===== config.mk =====
export PLATFORM = sky130hd
export DESIGN_NAME = spm_sequencer
export DESIGN_NICKNAME = d
export VERILOG_FILES = /design/src/rtl/spm_seq_pkg.sv /design/src/rtl/spm_sequencer.sv
export SDC_FILE = /design/constraint.sdc
export NUM_CORES = 1
export LEC_CHECK = 0
export CORE_MARGIN = 2
export CORE_UTILIZATION = 45
export CTS_CLUSTER_DIAMETER = 200
export DETAILED_ROUTE_END_ITERATION = 12
export GPL_TIMING_DRIVEN = 0
export PLACE_DENSITY_LB_ADDON = 0.3
export SYNTH_ARGS = -nofsm -noshare
export SYNTH_HDL_FRONTEND = slang
export SYNTH_SLANG_ARGS = --single-unit

===== constraint.sdc =====
create_clock -name clk_i -period 2 [get_ports clk_i]
set_input_delay 0.4 -clock clk_i [delete_from_list [all_inputs] [get_ports clk_i]]
set_output_delay 0.4 -clock clk_i [all_outputs]
set_load 0.01 [all_outputs]

===== src/rtl/spm_seq_pkg.sv =====
// Shared types and constants for the spm sequencer.
// Sizes match the 8-bit serial-parallel multiplier in the user project.
package spm_seq_pkg;

    localparam int SPM_N           = 8;
    localparam int SPM_LAT_DEFAULT = 1;
    localparam int SPM_RUN_CYCLES  = 2 * SPM_N + SPM_LAT_DEFAULT;

    typedef enum logic [1:0] {
        S_IDLE,
        S_CLR,
        S_RUN,
        S_DONE
    } seq_state_e;

endpackage


===== src/rtl/spm_sequencer.sv =====
// Handshake front-end for the serial-parallel multiplier: loads x, shifts y
// in LSB first (sign-extended) and collects the 2N-bit serial product.
module spm_sequencer
    import spm_seq_pkg::*;
#(
    parameter int N       = SPM_N,
    parameter int SPM_LAT = SPM_LAT_DEFAULT
) (
    input  logic           clk_i,
    input  logic           rst_ni,
    input  logic           in_valid_i,
    output logic           in_ready_o,
    input  logic [N-1:0]   in_a_i,
    input  logic [N-1:0]   in_b_i,
    output logic           out_valid_o,
    input  logic           out_ready_i,
    output logic [2*N-1:0] out_prod_o,
    output logic           spm_rst_o,
    output logic [N-1:0]   spm_x_o,
    output logic           spm_y_o,
    input  logic           spm_p_i,
    output logic           busy_o
);

    localparam int RUN_CYC = 2 * N + SPM_LAT;
    localparam int CW      = $clog2(RUN_CYC + 1);

    localparam logic [CW-1:0] CNT_LAST = CW'(RUN_CYC - 1);
    localparam logic [CW-1:0] CNT_LAT  = CW'(SPM_LAT);

    seq_state_e       state_q;
    seq_state_e       state_d;
    logic [CW-1:0]    cnt_q;
    logic [N-1:0]     x_q;
    logic [N-1:0]     y_sh_q;
    logic [2*N-1:0]   prod_q;

    // State register
    always_ff @(posedge clk_i or negedge rst_ni) begin
        if (!rst_ni) begin
            state_q <= S_IDLE;
        end else begin
            state_q <= state_d;
        end
    end

    // Next-state logic
    always_comb begin
        state_d = state_q;
        unique case (state_q)
            S_IDLE:  if (in_valid_i) state_d = S_CLR;
            S_CLR:   state_d = S_RUN;
            S_RUN:   if (cnt_q == CNT_LAST) state_d = S_DONE;
            S_DONE:  if (out_ready_i) state_d = S_IDLE;
            default: state_d = S_IDLE;
        endcase
    end

    // Outputs decoded from the current state; spm is held in clear except in RUN
    always_comb begin
        in_ready_o  = 1'b0;
        out_valid_o = 1'b0;
        spm_rst_o   = 1'b1;
        spm_y_o     = 1'b0;
        busy_o      = 1'b0;
        unique case (state_q)
            S_IDLE: in_ready_o = 1'b1;
            S_CLR:  busy_o = 1'b1;
            S_RUN: begin
                busy_o    = 1'b1;
                spm_rst_o = 1'b0;
                spm_y_o   = y_sh_q[0];
            end
            S_DONE:  out_valid_o = 1'b1;
            default: in_ready_o = 1'b0;
        endcase
    end

    // Operand capture, serial y shift-out and product shift-in
    always_ff @(posedge clk_i or negedge rst_ni) begin
        if (!rst_ni) begin
            cnt_q  <= '0;
            x_q    <= '0;
            y_sh_q <= '0;
            prod_q <= '0;
        end else begin
            unique case (state_q)
                S_IDLE: begin
                    if (in_valid_i) begin
                        x_q    <= in_a_i;
                        y_sh_q <= in_b_i;
                        prod_q <= '0;
                    end
                end
                S_CLR: cnt_q <= '0;
                S_RUN: begin
                    cnt_q  <= cnt_q + CW'(1);
                    y_sh_q <= {y_sh_q[N-1], y_sh_q[N-1:1]};
                    if (cnt_q >= CNT_LAT) begin
                        prod_q <= {spm_p_i, prod_q[2*N-1:1]};
                    end
                end
                default: cnt_q <= cnt_q;
            endcase
        end
    end

    assign spm_x_o    = x_q;
    assign out_prod_o = prod_q;

endmodule


# == Yosys cells after proc, flatten, opt, wreduce, memory -nomap -nowiden ==
# Cells that the tools add are included.
# totals
out_inout_bits,29
inputBits,21
elab_cells,41
register_bits,39
# op_classes
muxes,15
n_lt_le_gt_ge,1
reduce_logical,9
bitwise,1
add_sub_neg,1
eq_ne,8
# op_table
cell,n
$mux W16,2
$pmux W16 S2,1
$pmux W8 S2,1
$pmux W5 S2,1
$reduce_and A3 Y1,3
$mux W8,1
$ne A2 B2 Y1 const B,4
$pmux W2 S4,1
$mux W2,3
$add A5 B1 Y5 const B,1
$eq A5 B5 Y1 const B,1
$ge A5 B1 Y1 const B,1
$mux W1,5
$eq A2 B2 Y1 const B,2
$reduce_and A2 Y1,2
$reduce_bool A2 Y1,2
$eq A2 B1 Y1 const B,1
$logic_not A2 Y1,1
$reduce_or A2 Y1,1
$not A1 Y1,1

# == Longest topological paths before layout ==
# logic_depth
word_depth,3
ltp_mapped,7
mapped_depth_nobuf,5

# == Worst setup path before layout ==
# No wires, ideal clock.
# synth_timing
path_type,flip-flop to flip-flop
startpoint,reg state_q[0]
endpoint,reg y_sh_q[0]
path_stages_with_launch,6
t_arrival_ns,1.556
setup_slack_ns,0.308
synth_period_minus_slack_ns,1.692
t_required_ns,1.864
cell_sequence,dfrtp_1 > inv_1 > ha_1 > mux2i_2 > clkbuf_1 > o21ai_0
# synth_via
elab_chain_len,3
# synth_rtl
item,line_no,rtl
start: declaration,spm_sequencer.sv:31,seq_state_e state_q;
start signal: assignment,spm_sequencer.sv:43,state_q <= state_d;
$eq A2 B2 Y1 or $logic_not A2 Y1 (tied branches),spm_sequencer.sv:87,unique case (state_q)
$reduce_bool A2 Y1 (no line) or $ne A2 B2 Y1 (tied branches),-,
$reduce_and A2 Y1 (no line),-,
end signal: assignment,spm_sequencer.sv:91,y_sh_q <= in_b_i;
end signal: assignment,spm_sequencer.sv:98,"y_sh_q <= {y_sh_q[N-1], y_sh_q[N-1:1]};"
end: declaration,spm_sequencer.sv:35,logic [N-1:0] y_sh_q;
# Parallel ways exist; a longest one is shown, timed or not. The select of a mux whose other input is x is not followed.
# A chain may end at the register's enable or synchronous reset.

# == Final worst setup path ==
# layout_timing
startpoint,reg state_q[0]
endpoint,out spm_y_o
# layout_via
elab_chain_len,2
# layout_rtl
item,line_no,rtl
$eq A2 B2 Y1,spm_sequencer.sv:66,unique case (state_q)
$mux W1,spm_sequencer.sv:66,
end: declaration,spm_sequencer.sv:20,"output logic spm_y_o,"
# Every way passes these cells.

==> flow_summary_export.csv <==
group,metric,value,unit
timing,relSlewSlack,43.6,%
cts,clk_pin_slew,0.07,ns
finish,num_antenna_cells,0,
floorplanning,die_w,66.2,um
drt,dr.first_iter.drc_count,46,
cts,cts_tree,"done",
yosys,post-synth-top-count-cell,"dfrtp_1",
place,gp_congestion,0.753,
floorplanning,ioPinCount,50,
worst_setup_path,endpoint_kind,"output port",
run,max_cap_viol_count,0,
drt,wl_per_cell,14.8,um
power,power,3260,uW
cts,htree_levels,2,
yosys,ys_async_sr_fraction,100,%
yosys,syn_nets,165,
yosys,synthTopCellsByCount,"39 x dfrtp_1, 17 x a22o_1",
floorplanning,rows,22,
floorplanning,start_util,47.3,%
drt,drc,0,
cts,clkLatencyLatePin,0.29,ns
yosys,netlist_instances,137,
finish,layout.nets,223,
yosys,synth-edff-count,0,
power,p_int,2060,uW
global_routing,grt_pass1_wl,5860,um
worst_setup_path,cp.required,1.60,ns
yosys,synth_area,0.00174,mm2
finish,multi_input_area,712,um2
timing,worst_slew_pin_slew,0.846,ns
cts,cts_sinks,39,
global_routing,antenna_found_initial,0,
place,portBuffers,49,
global_routing,grt_max_degree,40,
power,power.ir.vdd_worst,0.660,mV
global_routing,track_usage,17.9,%
drt,ant_nets,0,
cts,cts_buffers,5,
finish,drive_above_1_share,16.8,%
power,leakage,0.00109,uW
power,combPwrFrac,49.0,%
power,power_frac_seq,35.2,%
timing,setup_viol,0,
finish,seq_area,976,um2
yosys,synth_cell_types,26,
timing,clock_skew,0.00471,ns
power,p_sw_share,36.6,%
timing,finalMaxSlewViolations,0,
timing,fin_crit_sh,95.2,%
timing,setup_tns,0,ns
worst_setup_path,arrival,1.50,ns
power,power_density,1340,mW/mm2
yosys,synthFlopType,"dfrtp_1",
place,place_inst,234,
min_path,worst_hold_path_type,"primary input to asynchronous set/reset pin",
yosys,synth.area.top_cells,"dfrtp_1 56%, a22o_1 8.5%, mux2_2 5.8%",
place,postPlaceCellArea,0.00229,mm2
cts,root_buffer,"clkbuf_8",
finish,synthToLayoutAreaGrowth,39.6,%
finish,utilization,66.0,%
drt,routed_wl,3610,um
worst_setup_path,critPathKind,"flop to output port",
place,place_hpwl,2620,um
floorplanning,coreArea,0.00369,mm2
timing,fmax,0.525,GHz
floorplanning,die_h,66.2,um
global_routing,gr-total-overflow,0,
yosys,ys_warn_count,0,
timing,hold_viol_final,0,
floorplanning,die_area,0.00439,mm2
drt,drt_pass1_iterations,4,
global_routing,grt_pass1_vias,1284,
power,netSwitchingPower,1190,uW
drt,vias,1282,
yosys,yosysTopAreaCell,"dfrtp_1",
yosys,yosysSeqAreaShare,56.0,%
cts,hold_buffers,0,
finish,design_area,0.00243,mm2
worst_setup_path,cp_max_fo,19,
finish,fillers,302,
cts,clk_path_buf_depth,2,
finish,fin_cells,244,
timing,min_period,1.90,ns
yosys,yosysTopAreaCellShare,56.0,%
worst_setup_path,startpoint_type,"flop",
timing,rsz0062_at_grt,"no",
yosys,synth_seq_cells,39,
power,clockPowerShare,15.8,%
yosys,avgSynthCellArea,12.7,um2
drt,via_per_inst,5.25,
status,outcome,"finished, final reports clean",
[worst paths after layout]
kind                                 start              to  slack [ns]  cells past startpoint
worst min register to register   y_sh_q[5]       y_sh_q[5]        0.50                      2
worst max-delay path            state_q[0]         spm_y_o         0.1                      5
worst max register to register  state_q[0]  out_prod_o[14]        0.17                      7
min in group clk_i               y_sh_q[5]       y_sh_q[5]        0.50                      2
max in group asynchronous           rst_ni   out_prod_o[1]        1.26                      1
worst min-delay path                rst_ni        cnt_q[2]        0.21                      1
[worst max-delay path, stage by stage (launching register included)]
cell	delay (ns)
dfrtp_1	0.40
inv_2	0.10
ha_4	0.17
buf_12	0.16
and2_1	0.16
clkdlybuf4s15_2	0.22
[layer usage]
layer | vias up | track usage, % | share of wire, %
li1 | 609 | - | -
met1 | 630 | 22.9 | 44
met2 | 37 | 28.1 | 49
met3 | 6 | 5.62 | 5.5
met4 | 0 | 6.89 | 1.4
met5 | - | 0 | 0
[sequential cells by signal, summed over array words and instances, names as in the netlist]
signal and cells:
cnt_q 5, out_prod_o 16, spm_x_o 8, state_q 2
y_sh_q 8
[layout by cell type (no fill, tap or decap), types with 2 or more instances in the layout]
| cell | count |
|---|---|
| inv_2 | 2 |
| ha_1 | 5 |
| mux2i_1 | 9 |
| nand2_1 | 9 |
| nand3_1 | 8 |
| o221ai_1 | 2 |
| ha_4 | 2 |
| dlymetal6s2s_1 | 2 |
| dfrtp_1 | 39 |
| clkbuf_1 | 2 |
| buf_4 | 3 |
| clkdlybuf4s50_1 | 43 |
| nor2_1 | 2 |
| o21ai_0 | 9 |
| mux2_2 | 9 |
| clkbuf_8 | 5 |
| buf_6 | 2 |
| inv_1 | 8 |
| a22o_1 | 17 |
| dlygate4sd2_1 | 2 |
[kinds of logic (layout without fill, tap and decap cells)]
family	count (synthesis)	count (layout)	share of synthesized area, %
AOI/OAI and AO/OA	33	33	15.3
adders and majority gates	7	7	5.02
buffers and inverters	16	75	4.59
DFF	39	39	56.0
muxes	19	19	11.8
and+or+nand+nor	23	23	7.32
[through the flow]
step                      hold WS [ns]  worst slack (ns)
after CTS                        0.239           -0.0328
after global routing             0.278            0.0326
after global placement           0.461            -0.336
final                            0.213            0.0954
after floorplan                  0.104             0.308
after detailed placement         0.480            -0.303
[power by group through the flow]
stage | Sequential (uW) | Combinational (uW) | Clock [uW]
2_1_floorplan | 1180 | 900 | 0
5_1_grt | 1180 | 1740 | 563
3_5_place_dp | 1160 | 1500 | 0
6_report | 1150 | 1600 | 514
4_1_cts | 1150 | 1580 | 530
3_3_place_gp | 1140 | 1450 | 0
[repair_timing]
action / 4_1_cts / 5_1_grt
resized for setup: 13 / 6
setup buffers: 2 / 1
pin swaps: 1 / 0
endpoints found under the setup margin: 4 / 10
[area by class of cell]
| cell class | count | share of cell area (%) |
|---|---|---|
| clock inverter | 2 | 0.514 |
| tap | 48 | 2.47 |
| sequential | 39 | 40.1 |
| buffer | 5 | 2.11 |
| multi-input combinational | 82 | 29.3 |
| timing repair buffer | 52 | 21.0 |
| clock buffer | 6 | 2.98 |
| inverter | 10 | 1.54 |
Note: power is estimated with default switching activity, not from simulation.
